**config.mk**
```make
export PLATFORM = sky130hd
export DESIGN_NAME = vdp_port_ctrl
export DESIGN_NICKNAME = d
export VERILOG_FILES = /design/src/rtl/vdp_port_ctrl.sv
export SDC_FILE = /design/constraint.sdc
export NUM_CORES = 1
export LEC_CHECK = 0
export ABC_AREA = 1
export CORE_MARGIN = 4
export CORE_UTILIZATION = 50
export DETAILED_ROUTE_END_ITERATION = 8
export GPL_TIMING_DRIVEN = 0
export HOLD_SLACK_MARGIN = 0.02
export MAX_ROUTING_LAYER = met4
export PLACE_DENSITY = 0.73
export REMOVE_ABC_BUFFERS = 1
export SETUP_SLACK_MARGIN = 0.15
export SLEW_MARGIN = 20
export SYNTH_ARGS = -nofsm -noshare
export SYNTH_HDL_FRONTEND = slang
export SYNTH_SLANG_ARGS = --single-unit
```
**constraint.sdc**
```tcl
create_clock -name clk -period 3.1 [get_ports clk]
set_input_delay 0.31 -clock clk [delete_from_list [all_inputs] [get_ports clk]]
set_output_delay 0.31 -clock clk [all_outputs]
set_load 0.02 [all_outputs]
```
**src/rtl/vdp_port_ctrl.sv**
```systemverilog
// VDP control/data port front end: register file, two-word command latch, write FIFO, memory drain FSM.
// mem_req rises one cycle after a push into an empty FIFO; data writes arriving while full (no pop) are dropped.
module vdp_port_ctrl #(
    parameter int FIFO_DEPTH = 4
) (
    input  logic        clk,
    input  logic        rst,
    input  logic        ctrl_wr,
    input  logic [15:0] ctrl_in,
    input  logic        data_wr,
    input  logic [15:0] data_in,
    input  logic [4:0]  reg_sel,
    output logic [7:0]  reg_val,
    output logic        mem_req,
    input  logic        mem_ack,
    output logic [1:0]  mem_tgt,
    output logic [15:0] mem_addr,
    output logic [15:0] mem_data,
    output logic        fifo_empty,
    output logic        fifo_full,
    output logic        overflow,
    output logic        cmd_pending
);
    localparam int PW = $clog2(FIFO_DEPTH);
    localparam int CW = PW + 1;

    typedef struct packed {
        logic [1:0]  tgt;
        logic [15:0] addr;
        logic [15:0] dat;
    } entry_t;

    typedef enum logic {IDLE, REQ} state_t;

    logic [7:0]    regs [0:23];
    logic [5:0]    code;
    logic [15:0]   addr;
    logic          pend;
    logic          ovf;
    entry_t        fifo_mem [0:FIFO_DEPTH-1];
    entry_t        head;
    logic [PW-1:0] wr_ptr;
    logic [PW-1:0] rd_ptr;
    logic [CW-1:0] count;
    state_t        state;
    state_t        state_nxt;
    logic          writing;
    logic [1:0]    wr_tgt;
    logic          full;
    logic          push;
    logic          pop;
    logic          drop;

    always_comb begin
        writing = 1'b1;
        wr_tgt  = 2'd0;
        case (code[3:0])
            4'b0001: wr_tgt = 2'd0;
            4'b0011: wr_tgt = 2'd1;
            4'b0101: wr_tgt = 2'd2;
            default: writing = 1'b0;
        endcase
    end

    assign full = (count == CW'(FIFO_DEPTH));
    assign pop  = (state == REQ) && mem_ack;
    // A pop in the same cycle frees the slot, so a full FIFO still accepts.
    assign push = data_wr && writing && (!full || pop);
    assign drop = data_wr && writing && full && !pop;
    assign head = fifo_mem[rd_ptr];

    always_comb begin
        state_nxt = state;
        case (state)
            IDLE: if (count != '0) state_nxt = REQ;
            REQ:  if (pop && !push && count == CW'(1)) state_nxt = IDLE;
            default: state_nxt = IDLE;
        endcase
    end

    always_ff @(posedge clk) begin
        if (rst) state <= IDLE;
        else     state <= state_nxt;
    end

    always_ff @(posedge clk) begin
        if (!rst && push) fifo_mem[wr_ptr] <= '{tgt: wr_tgt, addr: addr, dat: data_in};
    end

    always_ff @(posedge clk) begin
        if (rst) begin
            for (int i = 0; i < 24; i++) regs[i] <= 8'h00;
            code   <= '0;
            addr   <= '0;
            pend   <= 1'b0;
            ovf    <= 1'b0;
            wr_ptr <= '0;
            rd_ptr <= '0;
            count  <= '0;
        end else begin
            if (data_wr) begin
                pend <= 1'b0;
                addr <= addr + {8'h00, regs[15]};
            end else if (ctrl_wr) begin
                if (!pend && ctrl_in[15:14] == 2'b10) begin
                    if (ctrl_in[12:8] < 5'd24) regs[ctrl_in[12:8]] <= ctrl_in[7:0];
                end else if (!pend) begin
                    code[1:0]  <= ctrl_in[15:14];
                    addr[13:0] <= ctrl_in[13:0];
                    pend       <= 1'b1;
                end else begin
                    code[5:2]   <= ctrl_in[7:4];
                    addr[15:14] <= ctrl_in[1:0];
                    pend        <= 1'b0;
                end
            end
            if (push) wr_ptr <= wr_ptr + 1'b1;
            if (pop)  rd_ptr <= rd_ptr + 1'b1;
            case ({push, pop})
                2'b10:   count <= count + 1'b1;
                2'b01:   count <= count - 1'b1;
                default: count <= count;
            endcase
            if (drop) ovf <= 1'b1;
        end
    end

    assign reg_val     = (reg_sel < 5'd24) ? regs[reg_sel] : 8'h00;
    assign mem_req     = (state == REQ);
    assign mem_tgt     = mem_req ? head.tgt  : 2'd0;
    assign mem_addr    = mem_req ? head.addr : 16'h0000;
    assign mem_data    = mem_req ? head.dat  : 16'h0000;
    assign fifo_empty  = (count == '0);
    assign fifo_full   = full;
    assign overflow    = ovf;
    assign cmd_pending = pend;
endmodule

```
=== Word level (Yosys, flattened, before mapping) ===
Memory sizes are Yosys's and may differ from the RTL's. A register that Yosys moved wholly into a read port is not among the register bits.
Cells that the tools add are included.
W data, S select, Z words.

* Add/subtract/negate cells: 5
* Magnitude comparators: 2
* Equality and inequality tests: 10
* Mux-type cells: 31
* Bitwise operators: 4
* Reduce and logical (&&, ||, !) cells: 28

{| class="wikitable"
|+ Operators by type and width
! cell !! count
|-
| $mux W16 || 5
|-
| $add A16 B8 Y16 || 1
|-
| $mux W8 || 2
|-
| $mux W1 || 15
|-
| $mux W14 || 1
|-
| $lt A5 B5 Y1 const B || 2
|-
| $logic_and A1 B1 Y1 || 9
|-
| $mux W2 || 4
|-
| $reduce_and A4 Y1 || 2
|-
| $reduce_or A8 Y1 || 1
|-
| $pmux W3 S2 || 1
|-
| $reduce_and A3 Y1 || 2
|-
| $reduce_bool A2 Y1 || 3
|-
| $logic_not A1 Y1 || 5
|-
| $mux W5 || 1
|-
| $add A2 B1 Y2 const B || 2
|-
| $eq A2 B2 Y1 const B || 2
|-
| $eq A4 B1 Y1 const B || 1
|-
| $eq A4 B2 Y1 const B || 1
|-
| $eq A4 B3 Y1 const B || 1
|-
| $ne A2 B2 Y1 const B || 2
|-
| $not A1 Y1 || 4
|-
| $pmux W2 S2 || 1
|-
| $add A3 B1 Y3 const B || 1
|-
| 11 further kinds || 11
|}

* Register bits after elaboration: 30
* Memory bits (writable): 328
* Input bits: 42
* Output and inout port bits: 47
* Logic and storage cells: 92
* Memories kept: 2

{| class="wikitable"
|+ Memory list
! memory !! depth !! width !! rd ports !! clocked after Yosys merged registers in !! write ports !! RTL line !! text
|-
| regs || 24 || 8 || 2 || 0 || 24 || 35 || <nowiki>logic [7:0] regs [0:23];</nowiki>
|-
| fifo_mem || 4 || 34 || 1 || 1 || 1 || 40 || <nowiki>entry_t fifo_mem [0:FIFO_DEPTH-1];</nowiki>
|}

=== Longest topological paths before layout ===
* Depth in word-level cells: 10
* Gate-level depth with buffers: 11
* Depth with buffers taken out: 11

=== Worst setup path after synthesis ===
Ideal clock, no wire load.

* Kind: register -> register
* From: register count[0]
* To: memory fifo_mem[0][0] (netlist bit) (enable)
* Library setup time: 0.425 ns
* Arrival time: 2.515 ns
* Required time: 2.675 ns
* Slack: 0.160 ns
* Cell stages (with the launch flop): 8
* Buffers on the path: 0
* Path through: dfxtp_1 inv_1 ha_1 nand2_1 inv_1 nand2_1 nand3_1 nor2_1

* Word-level cells in the longest chain between the ends: 7

{| class="wikitable"
|+ RTL lines
! element !! RTL line !! text
|-
| start: declaration || 44 || <nowiki>logic [CW-1:0] count;</nowiki>
|-
| start signal: assignment || 120 || <nowiki>2'b10: count <= count + 1'b1;</nowiki>
|-
| start signal: assignment || 121 || <nowiki>2'b01: count <= count - 1'b1;</nowiki>
|-
| start signal: assignment || 122 || <nowiki>default: count <= count;</nowiki>
|-
| $eq A3 B3 Y1 || 65 || <nowiki>assign full = (count == CW'(FIFO_DEPTH));</nowiki>
|-
| named net fifo_full || 20 || <nowiki>output logic fifo_full,</nowiki>
|-
| $logic_not A1 Y1 || 68 || <nowiki>assign push = data_wr && writing && (!full || pop);</nowiki>
|-
| $logic_or A1 B1 Y1 || 68 ||
|-
| $logic_and A1 B1 Y1 || 68 ||
|-
| $logic_and A1 B1 Y1 || 87 || <nowiki>if (!rst && push) fifo_mem[wr_ptr] <= '{tgt: wr_tgt, addr: addr, dat: data_in};</nowiki>
|-
| $mux W1 || 87 ||
|-
| $mux W1 (implied by the code) || 87 ||
|-
| end: declaration || 40 ||
|}

The timed path passes the listed nets, and every way through them passes these cells.

=== Final worst setup path ===
* From: input port reg_sel[0]
* To: output port reg_val[1]

* Word-level cells in the longest chain between the ends: 2
* Elaborated cells on any way between the ends: 3
* Classes of those cells: order compare (1); mux (1); memory (1)

{| class="wikitable"
|+ RTL lines
! element !! RTL line !! text
|-
| start: declaration || 12 || <nowiki>input logic [4:0] reg_sel,</nowiki>
|-
| $mem_v2 Z24 W8 / $lt A5 B5 Y1 (equally long branches) || n/a ||
|-
| $mux W8 * || 128 || <nowiki>assign reg_val = (reg_sel < 5'd24) ? regs[reg_sel] : 8'h00;</nowiki>
|-
| end: declaration || 13 || <nowiki>output logic [7:0] reg_val,</nowiki>
|}

Mark *: on every way between the ends. The rest lies on a longest branch, timed or not.

==> results.sh <==
export IMPL_netlist_area_mm2=0.0160
export IMPL_power_switching_mw=2.76
export IMPL_rsz0062_at_grt="false"
export IMPL_cts_sinks=360
export IMPL_avgSynthCellArea_um2=10.3
export IMPL_routabilityCongestion=0.865
export IMPL_postSynthCellCount=1557
export IMPL_peakVddDrop_v=0.000488
export IMPL_end_kind="primary output"
export IMPL_intPower_mw=8.30
export IMPL_r2r_cells=8
export IMPL_grt_pass1_vias=11300
export IMPL_clk_pin_slew_worst_paths_ns=0.06
export IMPL_wirelength_um=39400
export IMPL_max_freq_mhz=347
export IMPL_period_share_pct=93.0
export IMPL_num_io_pins=89
export IMPL_seqPwrFrac_pct=49.8
export IMPL_via_per_inst=5.71
export IMPL_drive_gt1_share_pct=7.72
export IMPL_dr_pass1_iters=6
export IMPL_powerDensity_mw_per_mm2=592
export IMPL_vias=11700
export IMPL_r2r_end="fifo_mem[3][16]$_DFFE_PP_"
export IMPL_mostFrequentLayoutCells="nor2_1, edfxtp_1, o21ai_0"
export IMPL_drtIter0Drc=1135
export IMPL_wl_per_cell_um=19.2
export IMPL_synth_ff_latch_count=360
export IMPL_crit_top_cell="buf_16"
export IMPL_startpoint="reg_sel[0]"
export IMPL_crit_path_max_fanout=38
export IMPL_track_usage_pct=22.6
export IMPL_cp_slowest_cell="clkdlybuf4s50_1"
export IMPL_ys_seq_area_share_pct=65.6
export IMPL_synthDistinctLibCells=37
export IMPL_setup_violations=0
export IMPL_async_flop_share_pct=0
export IMPL_grt_antenna_before_repair=1
export IMPL_maxSlewViolCount=0
export IMPL_port_buffers=88
export IMPL_drc_errors=0
export IMPL_die_y_um=187
export IMPL_row_count=65
export IMPL_cp_depth=9
export IMPL_crit_end="reg_val[1]"
export IMPL_layout_commonest_cell="nor2_1"
export IMPL_crit_buf_inv=5
export IMPL_grt_pass1_wl_um=61200
export IMPL_setup_worst_path_start_class="input pin"
export IMPL_yosys_most_used_dff="edfxtp_1"
export IMPL_fin_skew_ns=0.0242
export IMPL_max_stage_delay_ns=0.62
export IMPL_postRouteAntennaNets=0
export IMPL_worstPathRequired_ns=2.79
export IMPL_clock_root_buffer="clkbuf_16"
export IMPL_hold_violations=0
export IMPL_worst_slew_pin_slew_ns=1.15
export IMPL_core_area_mm2=0.0316
export IMPL_h_tree_depth=2
export IMPL_r2r_start="count[0]$_SDFFE_PP0P_"
export IMPL_grt_overflow_total=0
export IMPL_die_w_um=187
export IMPL_path_class="in -> out"
export IMPL_hold_path_class="in -> reg"
export IMPL_clk_latency_ns=0.55
export IMPL_synth_edf_count=328
export IMPL_status="finished clean"
export IMPL_syn_to_final_growth_pct=16.8
export IMPL_p_total_mw=11.1
export IMPL_arrival_ns=2.57
export IMPL_min_period_ns=2.88
export IMPL_cts_tree="done"
export IMPL_cts_buffer_depth=3
export IMPL_critical_path_cell_chain="buf_6 > buf_16 > inv_8 > buf_16 > nor2_1 > o221ai_1 > o211ai_1 > nand2_1 > clkdlybuf4s50_1"
export IMPL_p_leak_nw=7.04
export IMPL_maxCapViolations=0
export IMPL_dp_hpwl_um=23500
export IMPL_grt_max_degree=69
export IMPL_switching_share_pct=25.0
export IMPL_p_clk_share_pct=39.9
export IMPL_reg2reg_slack_ns=0.73
export IMPL_final_nets=1674
export IMPL_postLayoutCoreUtil_pct=59.3
export IMPL_cts_buffers_inserted=38
export IMPL_worst_hold_slack_ns=0.383
export IMPL_die_area_mm2=0.0349
export IMPL_initial_core_util_pct=50.7
export IMPL_max_slew_margin_pct=22.6
export IMPL_yosysWarningCount=0
export IMPL_p_comb_share_pct=10.3
export IMPL_critical_path_top_delay_family="buffers and inverters"
==> layout make-up <==
class | instances | area (um2)
Inverter | 80 | 339
Sequential cell | 360 | 10500
Multi-Input combinational cell | 1033 | 4900
Tap cell | 402 | 503
Fill cell | 2519 | 12900
Clock buffer | 47 | 1030
Antenna cell | 1 | 2.50
Timing Repair Buffer | 102 | 1230
Clock inverter | 23 | 184
==> cells in the mapped netlist (3+ instances only) <==
| cell type | instances | area (um2) |
|---|---|---|
| nor2_1 | 476 | 1790 |
| edfxtp_1 | 328 | 9850 |
| o21ai_0 | 184 | 921 |
| nand2_1 | 136 | 510 |
| inv_1 | 69 | 259 |
| clkbuf_1 | 64 | 240 |
| a21oi_1 | 63 | 315 |
| o211ai_1 | 40 | 300 |
| nand3_1 | 37 | 185 |
| dfxtp_1 | 32 | 641 |
| nand2_2 | 20 | 125 |
| ha_1 | 16 | 200 |
| o22ai_1 | 14 | 87.6 |
| buf_2 | 10 | 50.1 |
| o221ai_1 | 9 | 78.8 |
| clkinv_1 | 7 | 26.3 |
| buf_4 | 6 | 45.0 |
| xor2_1 | 6 | 52.6 |
| nor2_2 | 5 | 31.3 |
| nor3_4 | 5 | 81.3 |
| a31oi_1 | 4 | 25.0 |
| inv_2 | 4 | 15.0 |
| nor3_1 | 4 | 20.0 |
| clkbuf_2 | 3 | 15.0 |
| o21ai_1 | 3 | 15.0 |
==> per-stage QoR <==
step	cell area (um2)	setup TNS (ns)	setup slack, ns	cells
2_1_floorplan	15600	0	0.140	1473
3_3_place_gp	17000	-569.39	-3.86	1963
3_5_place_dp	17300	-87.18	-0.585	1971
4_1_cts	18600	0	0.182	2044
5_1_grt	18700	0	0.123	2048
6_report	18700	0	0.217	2048
==> cells by family (layout without fill, tap and decap cells) <==
| kind of cell | count (synthesis) | after routing | share of synthesized area [%] |
|---|---|---|---|
| simple gates | 688 | 688 | 17.4 |
| flops | 360 | 360 | 65.6 |
| compound gates | 321 | 321 | 11.2 |
| buf+inv | 164 | 252 | 4.09 |
| fa+ha+maj | 17 | 17 | 1.38 |
| xor+xnor | 7 | 7 | 0.383 |
| other cells | 0 | 1 | 0 |
==> per-layer routing <==
metal | track usage (%) | wire [um] | part of all wire, %
met4 | 9.10 | 1520 | 3.9
met5 | - | 0 | 0
met1 | 28.6 | 15900 | 40
met3 | 3.47 | 2700 | 6.9
met2 | 36.9 | 19300 | 49
==> power by group through the flow <==
stage / Combinational [mW] / Sequential (mW) / Clock (mW)
6_report: 1.14 / 5.51 / 4.42
5_1_grt: 1.24 / 5.52 / 4.66
4_1_cts: 1.13 / 5.51 / 4.45
3_5_place_dp: 1.08 / 5.63 / 0
3_3_place_gp: 1.05 / 5.62 / 0
2_1_floorplan: 0.586 / 5.59 / 0
==> worst register-to-register path, cell delays in order, from the launching register on <==
cell	delay (ns)
dfxtp_1	0.39
inv_1	0.09
ha_1	0.21
nand2_1	0.09
inv_1	0.06
nand2_1	0.09
nand3_1	0.34
nor2_4	0.52
buf_12	0.26
==> sequential cells by signal, indices dropped and copies added, names as in the netlist, named ones only <==
register and cells:
regs 192, cmd_pending 1, wr_ptr 2, overflow 1
addr 16, fifo_mem 136, rd_ptr 2, mem_req 1
code 4, count 3
==> worst min path at each step <==
stage                         start                   end  slack, ns  depth (start not counted)
3_5_place_dp   code[3]$_SDFFE_PP0P_  code[3]$_SDFFE_PP0P_       0.45                          2
6_report                ctrl_in[14]  code[0]$_SDFFE_PP0P_       0.38                          3
5_1_grt                 ctrl_in[14]  code[0]$_SDFFE_PP0P_       0.37                          3
2_1_floorplan                   rst  addr[0]$_SDFFE_PP0P_       0.38                          1
4_1_cts                 ctrl_in[14]  code[0]$_SDFFE_PP0P_       0.35                          3
3_3_place_gp   code[3]$_SDFFE_PP0P_  code[3]$_SDFFE_PP0P_       0.44                          2
==> repair_timing <==
item / CTS / global route
pin swaps: 0 / 1
hold buffers: 0 / 0
buffers inserted: 1 / 3
gates resized for setup: 15 / 12
cloned: 2 / 0
endpoints found under the setup margin: 124 / 94
Power figures use the tool's default switching activity.
